==> src/rtl/instruction_fetch_unit.sv <==
// Fetch/decode front end: owns the program counter and a single instruction
// register, resolves JMP locally and honours stall/branch requests from execute.
module instruction_fetch_unit #(
    parameter logic [15:0] RESET_ADDRESS = 16'd0,
    parameter int          INSTR_WIDTH   = 28
) (
    input  logic                   Clock,
    input  logic                   Reset,
    output logic [15:0]            oAddress,
    input  logic [INSTR_WIDTH-1:0] iInstruction,
    input  logic                   iStall,
    input  logic                   iBranchTaken,
    input  logic [15:0]            iBranchAddress,
    output logic                   oValid,
    output logic [3:0]             oOperation,
    output logic [7:0]             oDestination,
    output logic [7:0]             oSourceA,
    output logic [7:0]             oSourceB,
    output logic [15:0]            oImmediate
);

    localparam logic [3:0] OP_NOP = 4'h0;
    localparam logic [3:0] OP_JMP = 4'hC;
    localparam logic [INSTR_WIDTH-1:0] NOP_WORD = {OP_NOP, {(INSTR_WIDTH-4){1'b0}}};

    typedef enum logic {
        BOOT,
        RUN
    } state_t;

    state_t                 state_q, state_d;
    logic [15:0]            pc_q, pc_d;
    logic [INSTR_WIDTH-1:0] ir_q, ir_d;
    logic                   ir_valid_q, ir_valid_d;
    logic                   fetch_is_jmp;

    assign fetch_is_jmp = (iInstruction[27:24] == OP_JMP);

    always_ff @(posedge Clock or negedge Reset) begin
        if (!Reset) begin
            state_q    <= BOOT;
            pc_q       <= RESET_ADDRESS;
            ir_q       <= NOP_WORD;
            ir_valid_q <= 1'b0;
        end else begin
            state_q    <= state_d;
            pc_q       <= pc_d;
            ir_q       <= ir_d;
            ir_valid_q <= ir_valid_d;
        end
    end

    // BOOT ignores stall and redirect: nothing valid is on the outputs yet
    always_comb begin
        state_d    = state_q;
        pc_d       = pc_q;
        ir_d       = ir_q;
        ir_valid_d = ir_valid_q;
        case (state_q)
            BOOT: begin
                state_d = RUN;
                if (fetch_is_jmp) begin
                    pc_d       = {8'd0, iInstruction[23:16]};
                    ir_d       = NOP_WORD;
                    ir_valid_d = 1'b0;
                end else begin
                    pc_d       = pc_q + 16'd1;
                    ir_d       = iInstruction;
                    ir_valid_d = 1'b1;
                end
            end
            RUN: begin
                if (iBranchTaken) begin
                    pc_d       = iBranchAddress;
                    ir_d       = NOP_WORD;
                    ir_valid_d = 1'b0;
                end else if (iStall) begin
                    pc_d       = pc_q;
                end else if (fetch_is_jmp) begin
                    pc_d       = {8'd0, iInstruction[23:16]};
                    ir_d       = NOP_WORD;
                    ir_valid_d = 1'b0;
                end else begin
                    pc_d       = pc_q + 16'd1;
                    ir_d       = iInstruction;
                    ir_valid_d = 1'b1;
                end
            end
            default: state_d = BOOT;
        endcase
    end

    assign oAddress     = pc_q;
    assign oValid       = ir_valid_q;
    assign oOperation   = ir_q[27:24];
    assign oDestination = ir_q[23:16];
    assign oSourceA     = ir_q[15:8];
    assign oSourceB     = ir_q[7:0];
    assign oImmediate   = ir_q[15:0];

endmodule

==> config.mk <==
export PLATFORM = sky130hd
export DESIGN_NAME = instruction_fetch_unit
export DESIGN_NICKNAME = d
export VERILOG_FILES = /design/src/rtl/instruction_fetch_unit.sv
export SDC_FILE = /design/constraint.sdc
export NUM_CORES = 1
export LEC_CHECK = 0
export CAP_MARGIN = 0
export CORE_ASPECT_RATIO = 0.75
export CORE_MARGIN = 8
export CORE_UTILIZATION = 38
export CTS_CLUSTER_SIZE = 8
export DETAILED_ROUTE_END_ITERATION = 6
export PLACE_DENSITY = 0.81
export SETUP_SLACK_MARGIN = 0.4
export SLEW_MARGIN = 25
export SYNTH_ARGS = -nofsm -noshare
export SYNTH_HDL_FRONTEND = slang
export SYNTH_SLANG_ARGS = --single-unit
==> constraint.sdc <==
create_clock -name Clock -period 1.7 [get_ports Clock]
set_input_delay 0.255 -clock Clock [delete_from_list [all_inputs] [get_ports Clock]]
set_output_delay 0.255 -clock Clock [all_outputs]
set_load 0.005 [all_outputs]
* Yosys cells after proc, flatten, opt, wreduce, memory -nomap -nowiden
Index checks and enable logic that the tools add are counted.
** Word-level totals
- Output and inout port bits :: 61
- Memories :: 0
- Input bits :: 48
- RAM bits :: 0
- Latch bits :: 0
- Bits in registers :: 46
- Memory bits (read-only) :: 0
- Logic and storage cells :: 20
** Cells by class
- Add/subtract/negate cells :: 1
- Multiply operators :: 0
- Muxes and demuxes :: 12
- Bitwise gates (word level) :: 1
- Equal/unequal tests :: 2
- Reduce and logical (&&, ||, !) cells :: 0
- Shifts and indexed selects :: 0
- Divide/modulo/power cells :: 0
- Magnitude comparators :: 0
** Operators by type and width (number)
- 2-to-1 mux 28 bit :: 3
- one-hot mux 28 bit (2 select lines) :: 1
- 2-to-1 mux 16 bit :: 3
- one-hot mux 16 bit (2 select lines) :: 1
- adder 16 x 1 -> 16 bit (second input constant) :: 1
- equality test 4 bit (second input constant) :: 1
- 2-to-1 mux 1 bit :: 3
- != test 3 bit (second input constant) :: 1
- one-hot mux 1 bit (2 select lines) :: 1
- NOT 1 bit :: 1

* Longest topological paths before layout
Gate-level depths: netlist of run 1.
- Depth in word-level cells :: 5
- Mapped depth :: 6
- Depth with buffers taken out :: 5

* Least setup slack after synthesis of run 1
OpenSTA, ideal clock, no wires.
- Path kind :: reg-to-reg
- From :: reg pc_q[0] (netlist: oAddress[0])
- To :: reg pc_q[12] (netlist: oAddress[12])
- Buffers on the path :: 1
- Arrival :: 1.497 ns
- Data required time :: 1.569 ns
- Stages on the path, launching flop included :: 7
- Slack :: 0.073 ns
- Setup time :: 0.131 ns
- Clock period less this slack :: 1.627 ns
- Cell sequence :: dfrtp_1 ha_1 and3_1 buf_4 and4_2 a221oi_1 a31oi_1
** On the way
- Word-level cells in the longest chain between the ends :: 5
** RTL lines
- start: declaration :: line 32 : logic [15:0] pc_q, pc_d;
- start signal: assignment :: line 47 : pc_q <= pc_d;
- adder 16 x 1 -> 16 bit * :: line 67, 84
- 2-to-1 mux 16 bit * :: line 62, 79
- 2-to-1 mux 16 bit :: line 77 : end else if (iStall) begin
- 2-to-1 mux 16 bit :: line 73 : if (iBranchTaken) begin
- one-hot mux 16 bit (2 select lines) * :: line 59 : case (state_q)
Mark *: on every way between the ends. The rest lies on a longest branch, timed or not. The select of a mux whose other input is x is not followed.
A chain may end at the register's enable or synchronous reset.

* Final worst setup path of run 1
- From :: reg pc_q[1] (netlist: oAddress[1])
- To :: reg pc_q[10] (netlist: oAddress[10])
Same word-level chain as after synthesis.

==> impl_metrics.toml, run 1 <==
[worst_setup_path]
cp_top_family = "simple AND/OR/NAND/NOR gates"
r2r_setup_slack_ns = 0.20
critPathKind = "reg2reg"
cpMaxStageDelayCell = "dfrtp_2"
arrival_ns = 1.74
regToRegEndpoint = "oAddress[10]"
cp_data_required_time_ns = 1.94
cp_max_fo = 5
worst_path_largest_cell_delay_ns = 0.44
cp-start-kind = "register"
cp_cell_sequence = "ha_4 > and3_4 > nand4_4 > or4_1 > nand3_1"
reg2reg_depth = 5
crit_buf_inv = 0
reg2reg_from = "oAddress[1]"
crit_path_end_kind = "register"

[clock_network]
clock_path_buffers = 2
clk_pin_slew_ns = 0.09
clk_latency_ns = 0.30
cts_tree = "yes"
htree_num_levels = 2
root_buffer = "clkbuf_8"
clock_sinks = 46
numCtsBuffers = 5

[drt]
routed_via_density = 5.33
wl_per_cell_um = 18.6
routed_wl_um = 9760
vias = 2792
route.detailed.drc = 0
dr.pass1.iters = 4
drtIter0Drc = 201
ant_nets = 0

[synthesis]
ys_ff_latch = 46
synth-simple-area-share = 0.269
synth_top_family_by_area = "simple AND/OR/NAND/NOR gates"
netlist_instances = 272
synth_edf_count = 0
synthMuxAreaShare = 0.0214
synth_fp_nets = 321
synth_compound_gate_area_share = 0.119
async_flop_share = 1.00
ys_types = 46
synthFlopType = "dfrtp_1"
synth-seq-area-share = 0.468
synth_xor_area_frac = 0.0178
synth_fa_ha_area_frac = 0.00509
syn_area_mm2 = 0.00246
ys_warn_count = 0
synth.avg_cell_area_um2 = 9.04

[timing]
fin_skew_ns = 0.00876
drv_slew = 0
slew_headroom = 0.658
fin_crit_sh = 0.884
finalCriticalPeriod_ns = 1.50
fmax_ghz = 0.665
setup_viol = 0
layout_setup_ws_ns = 0.197
fin_setup_tns_ns = 0
rsz0062_at_grt = "true"
tightest_slew_ns = 0.513
finalHoldViolCount = 0

[hold_path]
min_from = "iInstruction[27]"
min_delay_path_depth = 3
hp-class = "in2reg"
hold_end = "ir_q[27]"

[final_layout]
antenna_cells = 0
num-nets-final = 491
fill_cells = 457
multi_input_area_mm2 = 0.00135
syn_to_final_growth_pct = 85.3
drive_gt1_frac = 0.409
layout_commonest_cell = "buf_4"
utilization = 0.725
final_cell_mix = "60 x buf_4, 58 x nand2_1, 44 x dlygate4sd2_1"
regArea_mm2 = 0.00116

[floorplan]
rows = 25
ioPinCount = 109
core_area_mm2 = 0.00629
die_y_um = 85.7
die_x_um = 109
start_util = 0.391
dieArea_mm2 = 0.00933

[placement]
globalplace.congestion = 0.900
dpl_worst_slack_ns = -0.156
dp_hpwl_um = 6120
port_buffers = 108

[grt]
globalRouteOverflowTotal = 0
grt_pass1_wl_um = 14400
grt_pass1_vias = 2848
grt_usage = 0.194
grt_max_degree = 28
antenna_found_initial = 0

[power_and_ir_drop]
leakagePower_uw = 0.00222
ir_worst_vdd_mv = 0.571
p_per_area_mw_per_mm2 = 849

[status]
status = "finished clean"

[job]
drv_cap = 0
how the worst max path moves through the flow:
stage,cells after the start,from,endpoint,slack (ns)
CTS,5,oAddress[1],oAddress[10],0.21
detailed placement,5,iInstruction[25],oAddress[9],-0.16
global route,5,oAddress[1],oAddress[10],0.17
floorplan,6,oAddress[0],oAddress[10],0.21
global placement,6,iInstruction[27],oAddress[1],-0.11
finish,5,oAddress[1],oAddress[10],0.20
flip-flops by register name, summed over array words and instances, names as in the netlist:
register,flops
ir_q,28
oAddress,16
oValid,1
state_q,1
stage by stage:
stage / hold WS (ns) / area [µm²] / std cells / total power [µW]
after floorplan: -0.0406 / 2510 / 272 / 1970
after global placement: 0.240 / 3700 / 454 / 2640
after detailed placement: 0.249 / 3700 / 454 / 2680
after CTS: 0.330 / 4270 / 513 / 3650
after global routing: 0.342 / 4560 / 524 / 4060
final: 0.354 / 4560 / 524 / 3870
cell type report:
| cell class | count | area share |
|---|---|---|
| clock inverter | 1 | 0.00192 |
| tap | 81 | 0.0222 |
| multi-input combinational | 192 | 0.297 |
| inverter | 2 | 0.00165 |
| timing repair buffer | 195 | 0.401 |
| sequential | 46 | 0.255 |
| clock buffer | 7 | 0.0211 |
repair_timing:
action / CTS / global route
resized for setup: 123 / 73
pin swaps: 13 / 43
cloned: 3 / 2
endpoints found under the hold margin: 19 / 0
endpoints found under the setup margin: 106 / 56
setup buffers: 47 / 9
hold buffers: 1 / 0
worst reg2reg max path, stage by stage, from the launching register on:
cell and delay, ns:
dfrtp_2 0.44, ha_4 0.16, and3_4 0.24, nand4_4 0.12, or4_1 0.41, nand3_1 0.08
cells in the mapped netlist (3+ instances only):
master	n	area [µm²]
nand4_1	4	25.0
o21ai_0	11	55.1
and4_1	3	26.3
mux2i_1	3	30.0
buf_4	18	135
a22oi_1	6	45.0
nor3_1	3	15.0
dfrtp_1	46	1150
clkbuf_1	5	18.8
a22o_1	3	26.3
nand2_1	63	236
nor2_1	4	15.0
xnor2_1	3	26.3
buf_2	5	25.0
or4_1	3	22.5
buf_6	5	56.3
a21oi_1	10	50.1
nand3_1	39	195
power by group:
| part | total [µW] | leakage, µW | internal (µW) | switching, µW |
|---|---|---|---|---|
| clock | 755 | 0.0000544 | 373 | 382 |
| sequential | 1420 | 0.000551 | 1270 | 149 |
| combinational | 1700 | 0.00162 | 981 | 720 |
| total | 3870 | 0.00222 | 2620 | 1250 |
kinds of logic (layout without fill, tap and decap cells):
| group | count (synthesis) | in the layout |
|---|---|---|
| other | 1 | 1 |
| buffers and inverters | 35 | 205 |
| AND/OR/NAND/NOR | 134 | 135 |
| XOR/XNOR | 5 | 5 |
| adder cells (fa/ha/maj) | 1 | 1 |
| flip-flops | 46 | 46 |
| AO/OA/AOI/OAI | 45 | 45 |
| multiplexers | 5 | 5 |
per-layer routing:
metal,global-route usage,part of all wire
met1,0.237,0.42
met2,0.329,0.48
met3,0.0464,0.081
met4,0.0607,0.015
met5,0,0
Note: power is estimated with default switching activity, not from simulation.
==> run 2: changes to the inputs <==
--- a/config.mk
+++ b/config.mk
@@ -7,9 +7,9 @@
 export LEC_CHECK = 0
 export CAP_MARGIN = 0
 export CORE_ASPECT_RATIO = 0.75
-export CORE_MARGIN = 8
+export CORE_MARGIN = 5
 export CORE_UTILIZATION = 38
-export CTS_CLUSTER_SIZE = 8
+export CTS_CLUSTER_SIZE = 25
 export DETAILED_ROUTE_END_ITERATION = 6
 export PLACE_DENSITY = 0.81
 export SETUP_SLACK_MARGIN = 0.4
==> impl_metrics.toml, run 2 (synthesized netlist as in run 1, its figures left out) <==
[floorplan]
die_y_um = 79.7
die_x_um = 103
core_area_mm2 = 0.00629
dieArea_mm2 = 0.00820
rows = 25
ioPinCount = 109
start_util = 0.391

[power_and_ir_drop]
leakagePower_uw = 0.00231
finalPower_uw = 3820
ir_worst_vdd_mv = 0.466
p_per_area_mw_per_mm2 = 821

[worst_setup_path]
reg2reg_from = "oAddress[0]"
cp_data_required_time_ns = 1.89
cp-start-kind = "register"
arrival_ns = 1.76
r2r_setup_slack_ns = 0.12
reg2reg_depth = 6
crit_path_end_kind = "register"
cp_max_fo = 4
critPathKind = "reg2reg"
regToRegEndpoint = "oAddress[4]"

[clock_network]
clock_sinks = 46
htree_num_levels = 2
clk_latency_ns = 0.30
cts_tree = "yes"
root_buffer = "clkbuf_8"
numCtsBuffers = 5
clock_path_buffers = 2
clk_pin_slew_ns = 0.09

[timing]
rsz0062_at_grt = "true"
tightest_slew_ns = 0.618
fmax_ghz = 0.634
setup_viol = 0
fin_skew_ns = 0.00532
fin_crit_sh = 0.928
slew_headroom = 0.588
layout_setup_ws_ns = 0.122
finalHoldViolCount = 0
drv_slew = 0
finalCriticalPeriod_ns = 1.58
holdWs_ns = 0.325

[grt]
grt_usage = 0.225
grt_max_degree = 26
globalRouteOverflowTotal = 0
grt_pass1_vias = 2758
antenna_found_initial = 0
grt_pass1_wl_um = 14200

[hold_path]
hold_end = "ir_q[26]"
min_from = "iInstruction[26]"
hp-class = "in2reg"
min_delay_path_depth = 3

[final_layout]
syn_to_final_growth_pct = 89.3
largest_register = "ir_q"
regArea_mm2 = 0.00116
final_cells = 522
drive_gt1_frac = 0.404
multi_input_area_mm2 = 0.00136
final_cell_mix = "52 x dlygate4sd2_1, 52 x buf_4, 40 x clkdlybuf4s50_1"
antenna_cells = 0
fill_cells = 416
largest_reg_flops = 28
num-nets-final = 489

[drt]
drtIter0Drc = 195
routed_wl_um = 9910
vias = 2828
routed_via_density = 5.42
ant_nets = 0
wl_per_cell_um = 19.0
dr.pass1.iters = 4
route.detailed.drc = 0

[placement]
globalplace.congestion = 0.828
port_buffers = 108
place_inst = 453
dpl_worst_slack_ns = -0.230
dp_hpwl_um = 5900

[status]
status = "finished clean"

[job]
drv_cap = 0
run 2: changes by cell type in the layout (fill, tap and decap cells not counted), moves of 3 or more:
cell	change
nand3_1	+14
dlygate4sd2_1	+8
nand2_4	+9
nand3_2	-13
buf_2	-3
clkbuf_2	-7
nand2_1	-23
nand2_2	+14
buf_4	-8
o21ai_1	+3
run 2: metal layers:
metal | wire (µm) | up-vias | GRT usage | part of all wire
met2 | 4700 | 155 | 0.367 | 0.47
met3 | 880 | 28 | 0.0437 | 0.089
met4 | 268 | 0 | 0.0724 | 0.027
met5 | 0 | - | 0 | 0
li1 | - | 1277 | - | -
met1 | 4060 | 1368 | 0.298 | 0.41
run 2: worst max path at each step:
stage	end	slack (ns)	from	cells past startpoint
after floorplan	oAddress[10]	0.21	oAddress[0]	6
after CTS	oAddress[4]	0.17	oAddress[1]	6
after global routing	oAddress[4]	0.08	oAddress[1]	6
after detailed placement	oAddress[1]	-0.23	iInstruction[27]	6
after global placement	oAddress[14]	-0.14	iBranchTaken	6
final	oAddress[4]	0.12	oAddress[0]	6
run 2: critical path: stages (launching register included):
cell     delay, ns
dfrtp_2       0.45
ha_4          0.17
and3_4        0.21
buf_6         0.12
xnor2_2       0.14
a21oi_2       0.07
a221o_2       0.30
run 2: through the flow:
stage / TNS (ns) / instance area, µm² / utilization
2_1_floorplan: 0 / 2510 / -
3_3_place_gp: -3.23 / 3710 / 0.591
3_5_place_dp: -5.77 / 3710 / 0.591
4_1_cts: 0 / 4270 / 0.679
5_1_grt: 0 / 4650 / 0.740
6_report: 0 / 4650 / 0.740
run 2: what timing repair did:
| action | 4_1_cts | 5_1_grt |
|---|---|---|
| cloned | 4 | 4 |
| buffers inserted | 42 | 10 |
| endpoints found under the hold margin | 24 | 0 |
| setup endpoints to repair | 106 | 58 |
| pin swaps | 14 | 43 |
| hold buffers | 1 | 0 |
| gates resized for setup | 113 | 83 |
run 2: final cells by class:
| class | count | area share |
|---|---|---|
| Tap cell | 81 | 0.0218 |
| Sequential cell | 46 | 0.250 |
| Timing Repair Buffer | 193 | 0.417 |
| Clock inverter | 2 | 0.00215 |
| Multi-Input combinational cell | 192 | 0.292 |
| Clock buffer | 6 | 0.0156 |
| Inverter | 2 | 0.00161 |
run 2: report_power, final:
part           internal [µW]  switching [µW]
combinational           1000             714
sequential              1270             165
clock                    286             383
